$ cat src/rtl/dsp_pkg.sv
// Shared types and defaults for the DSP operand loader slice.
package dsp_pkg;

  localparam int unsigned OPERAND_W = 18;
  localparam int unsigned BEAT_W    = 6;

  typedef enum logic [0:0] {
    StCollect,
    StEmit
  } state_e;

  // Ceiling log2, floored at 1 so a counter is never zero bits wide.
  function automatic int unsigned clog2(input int unsigned value);
    int unsigned res;
    res = 0;
    while ((64'd1 << res) < 64'(value)) begin
      res = res + 1;
    end
    if (res == 0) begin
      res = 1;
    end
    return res;
  endfunction

endpackage

$ cat src/rtl/dsp_beat_packer.sv
// Beat packing buffer and beat counter: beat k lands in bits [k*W +: W], LSB-first.
module dsp_beat_packer
  import dsp_pkg::*;
#(
  parameter int unsigned N = OPERAND_W,
  parameter int unsigned W = BEAT_W
) (
  input  logic                        clk_i,
  input  logic                        rst_ni,
  input  logic                        accept_i,  // beat handshake completes this cycle
  input  logic                        end_i,     // accepted beat closes or aborts the word
  input  logic [W-1:0]                data_i,
  output logic [clog2(N/W)-1:0]       cnt_o,
  output logic                        last_o,    // next beat is the final slot
  output logic [N-1:0]                word_o     // buffer with the current beat merged in
);

  localparam int unsigned Beats = N / W;
  localparam int unsigned CntW  = clog2(Beats);

  logic [CntW-1:0] cnt_q, cnt_d;
  logic [N-1:0]    buf_q, buf_d;

  // Merge the incoming beat at the slot selected by the count.
  always_comb begin
    word_o = buf_q;
    for (int k = 0; k < Beats; k++) begin
      if (cnt_q == CntW'(k)) begin
        word_o[k*W +: W] = data_i;
      end
    end
  end

  // Advance or clear the buffer; a closed word leaves the buffer zeroed.
  always_comb begin
    buf_d = buf_q;
    cnt_d = cnt_q;
    if (accept_i) begin
      if (end_i) begin
        buf_d = '0;
        cnt_d = '0;
      end else begin
        buf_d = word_o;
        cnt_d = cnt_q + 1'b1;
      end
    end
  end

  // Buffer and counter state.
  always_ff @(posedge clk_i or negedge rst_ni) begin
    if (!rst_ni) begin
      buf_q <= '0;
      cnt_q <= '0;
    end else begin
      buf_q <= buf_d;
      cnt_q <= cnt_d;
    end
  end

  assign cnt_o  = cnt_q;
  assign last_o = (cnt_q == CntW'(Beats - 1));

endmodule

$ cat src/rtl/dsp_operand_loader.sv
// Assembles W-bit beats into N-bit operand words and strobes them into the
// downstream operand register. Optional even-parity checking on each beat is
// enabled by defining DSP_OPERAND_LOADER_PARITY_EN (adds the in_par input).
module dsp_operand_loader
  import dsp_pkg::*;
#(
  parameter int unsigned N = OPERAND_W,
  parameter int unsigned W = BEAT_W
) (
  input  logic         CLK,
  input  logic         RST,
  input  logic [W-1:0] in_data,
  input  logic         in_valid,
  input  logic         in_last,
`ifdef DSP_OPERAND_LOADER_PARITY_EN
  input  logic         in_par,
`endif
  output logic         in_ready,
  output logic [N-1:0] out_word,
  output logic         out_en,
  output logic         busy,
  output logic         err
);

  localparam int unsigned Beats = N / W;
  localparam int unsigned CntW  = clog2(Beats);

  if ((W == 0) || (N % W != 0) || (N / W < 2)) begin : g_bad_params
    $fatal(1, "dsp_operand_loader: N must be a multiple of W with at least 2 beats");
  end

  state_e          state_q, state_d;
  logic [N-1:0]    out_word_q, out_word_d;
  logic            err_q, err_d;
  logic            ready_q, ready_d;
  logic            accept, word_end, good, bad_word;
  logic            pk_last;
  logic [CntW-1:0] pk_cnt;
  logic [N-1:0]    pk_word;

  assign accept   = in_valid & ready_q;
  assign word_end = accept & (in_last | pk_last);

`ifdef DSP_OPERAND_LOADER_PARITY_EN
  logic bad_q, bad_d, beat_bad;

  // Even parity: in_par plus the data bits must have an even population.
  assign beat_bad = in_par ^ (^in_data);
  assign bad_word = bad_q | beat_bad;

  // Sticky per-word parity fault, dropped whenever the word ends.
  always_comb begin
    bad_d = bad_q;
    if (word_end) begin
      bad_d = 1'b0;
    end else if (accept && beat_bad) begin
      bad_d = 1'b1;
    end
  end

  // Parity fault flag register.
  always_ff @(posedge CLK or negedge RST) begin
    if (!RST) begin
      bad_q <= 1'b0;
    end else begin
      bad_q <= bad_d;
    end
  end
`else
  assign bad_word = 1'b0;
`endif

  // Only a correctly framed, clean word reaches the final slot with in_last set.
  assign good = accept & in_last & pk_last & ~bad_word;

  dsp_beat_packer #(
    .N (N),
    .W (W)
  ) u_packer (
    .clk_i    (CLK),
    .rst_ni   (RST),
    .accept_i (accept),
    .end_i    (word_end),
    .data_i   (in_data),
    .cnt_o    (pk_cnt),
    .last_o   (pk_last),
    .word_o   (pk_word)
  );

  // Next state, output word, error pulse and ready.
  always_comb begin
    state_d    = state_q;
    out_word_d = out_word_q;
    err_d      = word_end & ~good;
    unique case (state_q)
      StCollect: begin
        if (good) begin
          state_d    = StEmit;
          out_word_d = pk_word;
        end
      end
      StEmit: begin
        state_d = StCollect;
      end
      default: begin
        state_d = StCollect;
      end
    endcase
    // Registered so in_ready stays low until the first edge after reset.
    ready_d = (state_d == StCollect);
  end

  // FSM and output registers.
  always_ff @(posedge CLK or negedge RST) begin
    if (!RST) begin
      state_q    <= StCollect;
      out_word_q <= '0;
      err_q      <= 1'b0;
      ready_q    <= 1'b0;
    end else begin
      state_q    <= state_d;
      out_word_q <= out_word_d;
      err_q      <= err_d;
      ready_q    <= ready_d;
    end
  end

  assign in_ready = ready_q;
  assign out_word = out_word_q;
  assign out_en   = (state_q == StEmit);
  assign err      = err_q;
  assign busy     = (pk_cnt != '0);

endmodule

$ cat config.mk
export PLATFORM = sky130hd
export DESIGN_NAME = dsp_operand_loader
export DESIGN_NICKNAME = d
export VERILOG_FILES = /design/src/rtl/dsp_pkg.sv /design/src/rtl/dsp_beat_packer.sv /design/src/rtl/dsp_operand_loader.sv
export SDC_FILE = /design/constraint.sdc
export NUM_CORES = 1
export LEC_CHECK = 0
export ABC_AREA = 1
export CORE_ASPECT_RATIO = 0.5
export CORE_MARGIN = 8
export CORE_UTILIZATION = 40
export CTS_CLUSTER_DIAMETER = 30
export CTS_CLUSTER_SIZE = 24
export DETAILED_ROUTE_END_ITERATION = 8
export SLEW_MARGIN = 10
export SYNTH_ARGS = -nofsm -noshare
export SYNTH_HDL_FRONTEND = slang
export SYNTH_SLANG_ARGS = --single-unit
$ cat constraint.sdc
create_clock -name CLK -period 1.95 [get_ports CLK]
set_input_delay 0.195 -clock CLK [delete_from_list [all_inputs] [get_ports CLK]]
set_output_delay 0.195 -clock CLK [all_outputs]
set_load 0.02 [all_outputs]
[After elaboration in Yosys (flattened, before gate mapping)]
Index checks and enable logic that the tools add are counted.
Word-level totals
  bits of input ports: 10
  register bits: 41
Cells by class
  muxes and demuxes: 7
  add/sub/neg operators: 1
  reductions and logical operators: 3
  bitwise operators: 9
  equal/unequal tests: 2
Operators with widths (number)
  $mux W18: 1
  $mux W6: 3
  $and A1 B1 Y1: 5
  $not A1 Y1: 3
  $add A2 B1 Y2 const B: 1
  $eq A2 B1 Y1 const B: 1
  $eq A2 B2 Y1 const B: 1
  $logic_not A2 Y1: 1
  $mux W2: 1
  $pmux W1 S2: 1
  $reduce_and A2 Y1: 1
  $reduce_bool A2 Y1: 1
  $mux W1: 1
  $or A1 B1 Y1: 1

[Logic depth before layout (Yosys ltp)]
Gate-level depths: netlist of run 1.
  depth after elaboration: 6
  mapped depth: 9
  mapped depth without buffers: 7

[By module]
From an unflattened synthesis of run 1, not the netlist that was laid out.
Second synthesis, totals
  cell total of the unflattened synthesis: 236
  area, all modules: 1901.8 µm²
By module, submodules not included
  dsp_beat_packer: instances 1, area an instance 1022.2 µm², cells an instance 145, sequential area each 500.5 µm²
  dsp_operand_loader: instances 1, area an instance 879.6 µm², cells an instance 91, sequential area each 525.5 µm²

[Worst setup path after synthesis of run 1]
Ideal clock, no wire load.
  kind: reg2reg
  start point: reg u_packer.cnt_q[0] (netlist: u_packer.cnt_o[0])
  end point: reg out_word_q[0] (netlist: out_word[0])
  cell stages (with the launch flop): 10
  setup slack: 0.594 ns
  data arrival time: 1.239 ns
  library setup time: 0.117 ns
  path buffers: 2
  required time: 1.833 ns
  cell sequence: dfrtp_1 > inv_1 > ha_1 > buf_6 > nand2_4 > nor2_8 > nand2_4 > buf_6 > nand2_1 > nand2_1
On the way
  longest elaborated chain between the ends: 3
Ends and longest elaborated chain
  from (decl): RTL line dsp_beat_packer.sv:21  | logic [CntW-1:0] cnt_q, cnt_d;
  from (signal assigned): RTL line dsp_beat_packer.sv:56  | cnt_q <= cnt_d;
  $eq A2 B2 Y1: RTL line dsp_beat_packer.sv:61  | assign last_o = (cnt_q == CntW'(Beats - 1));
  $and A1 B1 Y1: RTL line dsp_operand_loader.sv:74  | assign good = accept & in_last & pk_last & ~bad_word;
  $reduce_and A2 Y1 (no line)
  to (signal assigned): RTL line dsp_operand_loader.sv:122  | out_word_q <= out_word_d;
  to (decl): RTL line dsp_operand_loader.sv:33  | logic [N-1:0] out_word_q, out_word_d;
Parallel ways exist; a longest one is shown, timed or not.
A chain may end at the register's enable or synchronous reset.

[Final worst setup path of run 1]
  start point: reg u_packer.cnt_q[0] (netlist: u_packer.cnt_o[0])
  end point: out busy
On the way
  longest elaborated chain between the ends: 1
Ends and longest elaborated chain
  $reduce_bool A2 Y1: RTL line dsp_operand_loader.sv:132  | assign busy = (pk_cnt != '0);
  to (decl): RTL line dsp_operand_loader.sv:21  | output logic busy,
No other way between the ends.

==> metrics.md, run 1 <==
| Metric | Value |
|---|---|
| Top cells by area, synth | dfrtp_1 (54%), nand2_1 (29%), nand3_1 (4.7%) |
| CTS Buf Count | 5 |
| Dpl hpwl | 3.09 mm |
| Met2 Usage GRT | 19.4% |
| Total grt overflow | 0 |
| Die Y | 64.7 um |
| Tmin final | 1.79 ns |
| # DRC | 0 |
| Worst slew pin tran | 0.529 ns |
| CTS tree | done |
| Status | completed |
| Max-cap viol count | 0 |
| Smallest setup slack after layout | 0.160 ns |
| Worst-path fanout max | 7 |
| Worst Path Arrival | 1.59 ns |
| Worst min path class | reg -> reg |
| Top cells by count, synth | nand2_1 (149), dfrtp_1 (41), nand3_1 (18) |
| Final Hold Fails | 0 |
| RSZ-0062 raised after global routing | no |
| Initial antenna violation count | 0 |
| Vias in the first global route | 1599 |
| Fmax | 0.559 GHz |
| Router iterations before antenna repair | 4 |
| Syn nets | 249 |
| Share of layout cells above drive strength 1 | 7.75% |
| Post-Route WL | 4.36 mm |
| Flops & latches, synth | 41 |
| Core ar. | 4490 um^2 |
| Post-synth top area share | 54.1% |
| Total track usage | 13.1% |
| Kind of end point of the critical path | primary output |
| Worst path max stage delay | 0.40 ns |
| Period utilisation layout | 91.8% |
| CP required | 1.75 ns |
| First-pass GRT wire length | 7.76 mm |
| Largest net degree at the start of global routing | 42 |
| Sink Count | 41 |
| Initial core utilization | 42.3% |
| Met1 Use GR | 17.4% |
| Most common cell in the netlist | nand2_1 |
| Via count | 1547 |
| Startpoint type of the worst setup path | register |
| Die ar. | 7340 um^2 |
| Slowest-stage cell, CP | dfrtp_1 |
| Leak | 1.29 nW |
| Initial DRC Count | 65 |
| Worst Clk Skew | 0.00850 ns |
| Synthesized area per cell | 8.04 um^2 |
| Buffers and inverters on the worst path | 3 |
| Setup_tns | 0 ns |
| Global route hottest layer | met2 |
| Area grow syn2layout | 22.9% |
| Max Transition Viols Final | 0 |
| Endpoints failing setup | 0 |
| Top FF cell, synth | dfrtp_1 |
| Synthesized area | 1900 um^2 |
| Clk slew on worst S/H paths | 0.09 ns |
| Wire per inst | 12.9 um |
| ANT cells | 0 |
| Syn. warnings | 0 |
| Num rows | 17 |
| Seq/Total Area, Yosys | 54.1% |
| Distinct cells, synth | 15 |
| Met3 Use GR | 4.43% |
| Die Width | 113 um |
| P per Cell Area | 1250 nW/um^2 |
| Crit path max-delay family | buffers and inverters |
| H-tree Lvls | 2 |
| Antenna-violating nets left | 0 |
| Rel. slew slack | 64.7% |
| FFs w/ async S/R, synth | 100% |
| CP dominant cell by count | inv_1 |
| Syn Inst Count | 236 |
| VDD IR max | 0.482 mV |
| Pre-CTS setup slack | 0.190 ns |
| Vias/cell | 4.59 |
| Clock Path Buffers | 2 |
| Top Ports | 32 |
| Number of flops mapped to enable cells by yosys | 0 |
| Final nets | 283 |
| Critical path class | reg -> out |
| Root Driver | clkbuf_8 |
| Port Buffer Count | 31 |
| CP Cell Sequence | inv_1, ha_1, inv_1, dlygate4sd2_1 |
| Clock Latency Late Sink | 0.29 ns |
| Gpl congestion | 0.810 |
| Leading area contributor after synthesis | dfrtp_1 |
## state kept, by name (all words and copies together), names as in the netlist
register        cells
in_ready            1
out_en              1
u_packer.cnt_o      2
err                 1
out_word           18
u_packer.buf_q     18
## placed cells by master (no fill, tap or decap), types with 2 or more instances in the layout
cell type / n
buf_4: 4
clkbuf_8: 5
clkdlybuf4s50_1: 29
clkinv_2: 2
dfrtp_1: 41
ha_1: 3
inv_1: 6
inv_2: 2
nand2_1: 149
nand2_2: 2
nand2_4: 2
nand3_1: 18
## where the power goes
part	switching [W]	internal, W	total [W]
clock	0.000314	0.000248	0.000562
sequential	0.000129	0.00109	0.00121
combinational	0.000659	0.000481	0.00114
## worst register-to-register path: stages (launching register included)
cell     delay, ns
dfrtp_1       0.42
inv_1         0.10
ha_1          0.46
nand2_4       0.13
nor2_8        0.17
buf_4         0.21
nand3_1       0.10
nand2_1       0.07
## layout make-up
| type | count | area, um^2 |
|---|---|---|
| multi-input cells | 178 | 762 |
| fillers | 466 | 2160 |
| inverters | 8 | 30.0 |
| clock buffers | 5 | 68.8 |
| clock inverters | 3 | 17.5 |
| well taps | 66 | 82.6 |
| flip-flops and latches | 41 | 1030 |
| repair buffers | 36 | 344 |
## through the flow
| step | power, W | instances | hold WS, ns | cell area, um^2 | util [%] |
|---|---|---|---|---|---|
| after floorplan | 0.00189 | 236 | -0.101 | 1900 | - |
| after global placement | 0.00238 | 328 | 0.294 | 2240 | 49.8 |
| after detailed placement | 0.00240 | 328 | 0.302 | 2240 | 49.8 |
| after CTS | 0.00295 | 337 | 0.485 | 2330 | 51.9 |
| after global routing | 0.00315 | 337 | 0.497 | 2330 | 51.9 |
| final | 0.00292 | 337 | 0.476 | 2330 | 51.9 |
## per-layer routing
| metal | routed length [um] | vias up | part of all wire, % |
|---|---|---|---|
| li1 | - | 783 | - |
| met1 | 2190 | 735 | 50 |
| met2 | 1870 | 27 | 43 |
| met3 | 263 | 2 | 6.0 |
| met4 | 40 | 0 | 0.92 |
| met5 | 0 | - | 0 |
## cell families (layout without fill, tap and decap cells)
group                      after synthesis  after routing  synth area share, %
adders and majority gates                3              3                 1.98
AOI/OAI and AO/OA                        1              1                0.264
buffers and inverters                   17             52                 5.74
DFF                                     41             41                 54.1
and+or+nand+nor                        174            174                 37.9
## worst paths after layout
check | start | endpoint | slack [ns] | depth (start not counted)
max in group asynchronous | RST | u_packer.buf_q[2] | 1.07 | 3
worst min register to register | out_word[12] | out_word[12] | 0.48 | 2
worst min-delay path | out_word[12] | out_word[12] | 0.48 | 2
min in group asynchronous | RST | u_packer.buf_q[10] | 0.52 | 3
worst max-delay path | u_packer.cnt_o[0] | busy | 0.16 | 4
worst max register to register | u_packer.cnt_o[0] | out_word[11] | 0.25 | 7
## repair_timing
action                     CTS  global route
hold buffers                 1             0
resized for setup            1             0
hold endpoints to repair    41             0
setup buffers                0             0
setup endpoints to repair    1             0
Note: power is estimated with default switching activity, not from simulation.
==> run 2: changes to the inputs <==
--- a/config.mk
+++ b/config.mk
@@ -12,6 +12,7 @@
 export CTS_CLUSTER_DIAMETER = 30
 export CTS_CLUSTER_SIZE = 24
 export DETAILED_ROUTE_END_ITERATION = 8
+export SKIP_LAST_GASP = 1
 export SLEW_MARGIN = 10
 export SYNTH_ARGS = -nofsm -noshare
 export SYNTH_HDL_FRONTEND = slang
==> results of run 2 <==
Same layout as run 1: the final DEF is identical, and so are final timing and power.
==> run 3: changes to the inputs <==
--- a/config.mk
+++ b/config.mk
@@ -5,9 +5,8 @@
 export SDC_FILE = /design/constraint.sdc
 export NUM_CORES = 1
 export LEC_CHECK = 0
-export ABC_AREA = 1
 export CORE_ASPECT_RATIO = 0.5
-export CORE_MARGIN = 8
+export CORE_MARGIN = 1
 export CORE_UTILIZATION = 40
 export CTS_CLUSTER_DIAMETER = 30
 export CTS_CLUSTER_SIZE = 24
==> metrics.md, run 3 <==
| Metric | Value |
|---|---|
| Status | completed (unchanged) |
| Rel. slew slack | 64.1% (was 64.7%) |
| Post-synth top area share | 54.9% (was 54.1%) |
| Kind of end point of the critical path | register (was primary output) |
| Syn nets | 132 (was 249) |
| Total track usage | 17.5% (was 13.1%) |
| Worst Clk Skew | 0.00671 ns (was 0.00850 ns) |
| Initial DRC Count | 46 (was 65) |
| Fmax | 0.546 GHz (was 0.559 GHz) |
| Antenna-violating nets left | 0 (unchanged) |
| Period utilisation layout | 94.0% (was 91.8%) |
| Post-Route WL | 3.30 mm (was 4.36 mm) |
| Synthesized area | 1600 um^2 (was 1900 um^2) |
| Num rows | 15 (was 17) |
| VDD IR max | 0.553 mV (was 0.482 mV) |
| Syn Inst Count | 119 (was 236) |
| Placed cell count | 197 (was 328) |
| CP required | 2.12 ns (was 1.75 ns) |
| Top Ports | 32 (unchanged) |
| Post-route core utilization | 56.5% (was 51.9%) |
| CTS tree | done (unchanged) |
| Comb pwr share | 40.9% (was 39.1%) |
| Die ar. | 4260 um^2 (was 7340 um^2) |
| Sink Count | 35 (was 41) |
| Share of layout cells above drive strength 1 | 24.7% (was 7.75%) |
| Die Y | 46.7 um (was 64.7 um) |
| Setup_tns | 0 ns (unchanged) |
| # hold bufs at CTS | 0 (was 1) |
| Fillers | 306 (was 466) |
| Clock group share of total power | 20.8% (was 19.3%) |
| Core ar. | 3620 um^2 (was 4490 um^2) |
| Top cells by area, synth | dfrtp_1 (55%), mux2_4 (11%), mux2_2 (8.5%) (was dfrtp_1 (54%), nand2_1 (29%), nand3_1 (4.7%)) |
| Clk slew on worst S/H paths | 0.07 ns (was 0.09 ns) |
| Max-cap viol count | 0 (unchanged) |
| Most common cell in the netlist | dfrtp_1 (was nand2_1) |
| Critical path class | reg -> reg (was reg -> out) |
| Number of flops mapped to enable cells by yosys | 0 (unchanged) |
| Startpoint type of the worst setup path | register (unchanged) |
| Worst path max stage delay | 0.48 ns (was 0.40 ns) |
| Leading area contributor after synthesis | dfrtp_1 (unchanged) |
| Synthesized area per cell | 13.4 um^2 (was 8.04 um^2) |
| Die Width | 91.3 um (was 113 um) |
| Gpl congestion | 0.701 (was 0.810) |
| Slowest-stage cell, CP | and3_4 (was dfrtp_1) |
| Clock Path Buffers | 2 (unchanged) |
| Worst-path fanout max | 20 (was 7) |
| Port Buffer Count | 31 (unchanged) |
| Commonest non-fill, non-tap cell in the layout | dfrtp_1 (was nand2_1) |
| P per Cell Area | 1350 nW/um^2 (was 1250 nW/um^2) |
| Flops & latches, synth | 35 (was 41) |
| H-tree Lvls | 2 (unchanged) |
| Worst min path class | in -> async (was reg -> reg) |
| Worst slew pin tran | 0.535 ns (was 0.529 ns) |
| Router iterations before antenna repair | 4 (unchanged) |
| Total grt overflow | 0 (unchanged) |
| Root Driver | clkbuf_8 (unchanged) |
| Tmin final | 1.83 ns (was 1.79 ns) |
| Initial core utilization | 44.1% (was 42.3%) |
| Area grow syn2layout | 28.1% (was 22.9%) |
| Most frequent cells in the layout | dfrtp_1 (35), clkdlybuf4s50_1 (30), a22o_1 (12), mux2_2 (12), mux2_4 (12) (was nand2_1 (149), dfrtp_1 (41), clkdlybuf4s50_1 (29)) |
| Max FFs per register | 18 |
| Largest net degree at the start of global routing | 36 (was 42) |
| Syn. warnings | 0 (unchanged) |
| Switching power | 0.000890 W (was 0.00110 W) |
| Leak | 0.950 nW (was 1.29 nW) |
| Cell internal pwr | 0.00188 W (was 0.00181 W) |
| Dpl hpwl | 2.21 mm (was 3.09 mm) |
| Wire per inst | 16.1 um (was 12.9 um) |
| Clock Latency Late Sink | 0.28 ns (was 0.29 ns) |
| Vias/cell | 4.96 (was 4.59) |
| Switching share of power | 32.1% (was 37.8%) |
| Vias in the first global route | 1027 (was 1599) |
| Worst Path Arrival | 2.00 ns (was 1.59 ns) |
| Endpoints failing setup | 0 (unchanged) |
| Final Hold Fails | 0 (unchanged) |
| First-pass GRT wire length | 5.26 mm (was 7.76 mm) |
| Via count | 1016 (was 1547) |
| Initial antenna violation count | 0 (unchanged) |
| Top cells by count, synth | dfrtp_1 (35), a22o_1 (12), mux2_2 (12), mux2_4 (12), inv_1 (10) (was nand2_1 (149), dfrtp_1 (41), nand3_1 (18)) |
| Final nets | 166 (was 283) |
| ANT cells | 0 (unchanged) |
| Seq/Total Area, Yosys | 54.9% (was 54.1%) |
| Max Transition Viols Final | 0 (unchanged) |
| Flop pwr share | 38.3% (was 41.6%) |
| CP Cell Sequence | inv_1, ha_1, and3_4, mux2_4 (was inv_1, ha_1, inv_1, dlygate4sd2_1) |
| Top FF cell, synth | dfrtp_1 (unchanged) |
| # Post-CTS Setup Buffers | 0 (unchanged) |
| Distinct cells, synth | 22 (was 15) |
| # DRC | 0 (unchanged) |
| CTS Buf Count | 5 (unchanged) |
| RSZ-0062 raised after global routing | no (unchanged) |
| FFs w/ async S/R, synth | 100% (unchanged) |
| Layout Cells excl Fill | 205 (was 337) |
## run 3: cells by family after synthesis
kind of cell / share of synthesized area [%]
compound gates: 10.3
flops: 54.9
mux: 19.7
fa+ha+maj: 2.35
simple gates: 6.19
buf+inv: 5.96
xor+xnor: 0.549
## run 3: critical path: cells and delay by family, from the launching register on
family	cells	cell delay (ns)
buf+inv	1	0.12
simple gates	1	0.48
fa+ha+maj	1	0.39
mux	1	0.33
flops	1	0.39
## run 3: path summary, 6_finish.rpt
kind / cells past startpoint / startpoint / slack, ns / to
setup / recovery: 4 / u_packer.cnt_o[0] / 0.12 / out_word[9]
hold / removal: 2 / RST / 0.31 / out_word[13]
setup reg to reg: 4 / u_packer.cnt_o[0] / 0.12 / out_word[9]
hold reg to reg: 1 / u_packer.buf_q[11] / 0.50 / u_packer.buf_q[11]
max in group asynchronous: 2 / RST / 1.30 / u_packer.buf_q[3]
min in group CLK: 3 / in_valid / 0.50 / err
## run 3: stage by stage
step | hold slack [ns] | cell area (um^2) | power (W) | worst slack, ns
after floorplan | -0.101 | 1600 | 0.00174 | 0.382
after global placement | 0.479 | 1940 | 0.00220 | 0.206
after detailed placement | 0.484 | 1940 | 0.00221 | 0.138
after CTS | 0.331 | 2040 | 0.00280 | 0.0557
after global routing | 0.360 | 2050 | 0.00294 | 0.0412
final | 0.314 | 2050 | 0.00277 | 0.118
## run 3: metal layers
metal	part of all wire [%]	vias up	GRT usage [%]	wire length, um
li1	-	484	-	-
met1	54	510	25.2	1780
met2	42	20	24.4	1370
met3	3.9	2	5.61	127
met4	0.58	0	6.67	19
met5	0	-	0	0
## run 3: repair_timing
item / CTS / global route
endpoints found under the setup margin: 0 / 1
endpoints found under the hold margin: 0 / 0
gates resized for setup: 0 / 1
## run 3: cell type report
| cell class | instances | area [um^2] | area share [%] |
|---|---|---|---|
| Clock buffer | 8 | 100 | 4.89 |
| Sequential cell | 35 | 876 | 42.8 |
| Timing Repair Buffer | 35 | 343 | 16.8 |
| Tap cell | 51 | 63.8 | 3.12 |
| Multi-Input combinational cell | 66 | 626 | 30.6 |
| Inverter | 10 | 37.5 | 1.83 |
## run 3: power groups by stage
stage / logic [W] / registers (W) / clock network, W
2_1_floorplan: 0.000476 / 0.00126 / 0
3_3_place_gp: 0.00113 / 0.00107 / 0
3_5_place_dp: 0.00114 / 0.00108 / 0
4_1_cts: 0.00115 / 0.00106 / 0.000592
5_1_grt: 0.00122 / 0.00109 / 0.000625
6_report: 0.00113 / 0.00106 / 0.000576
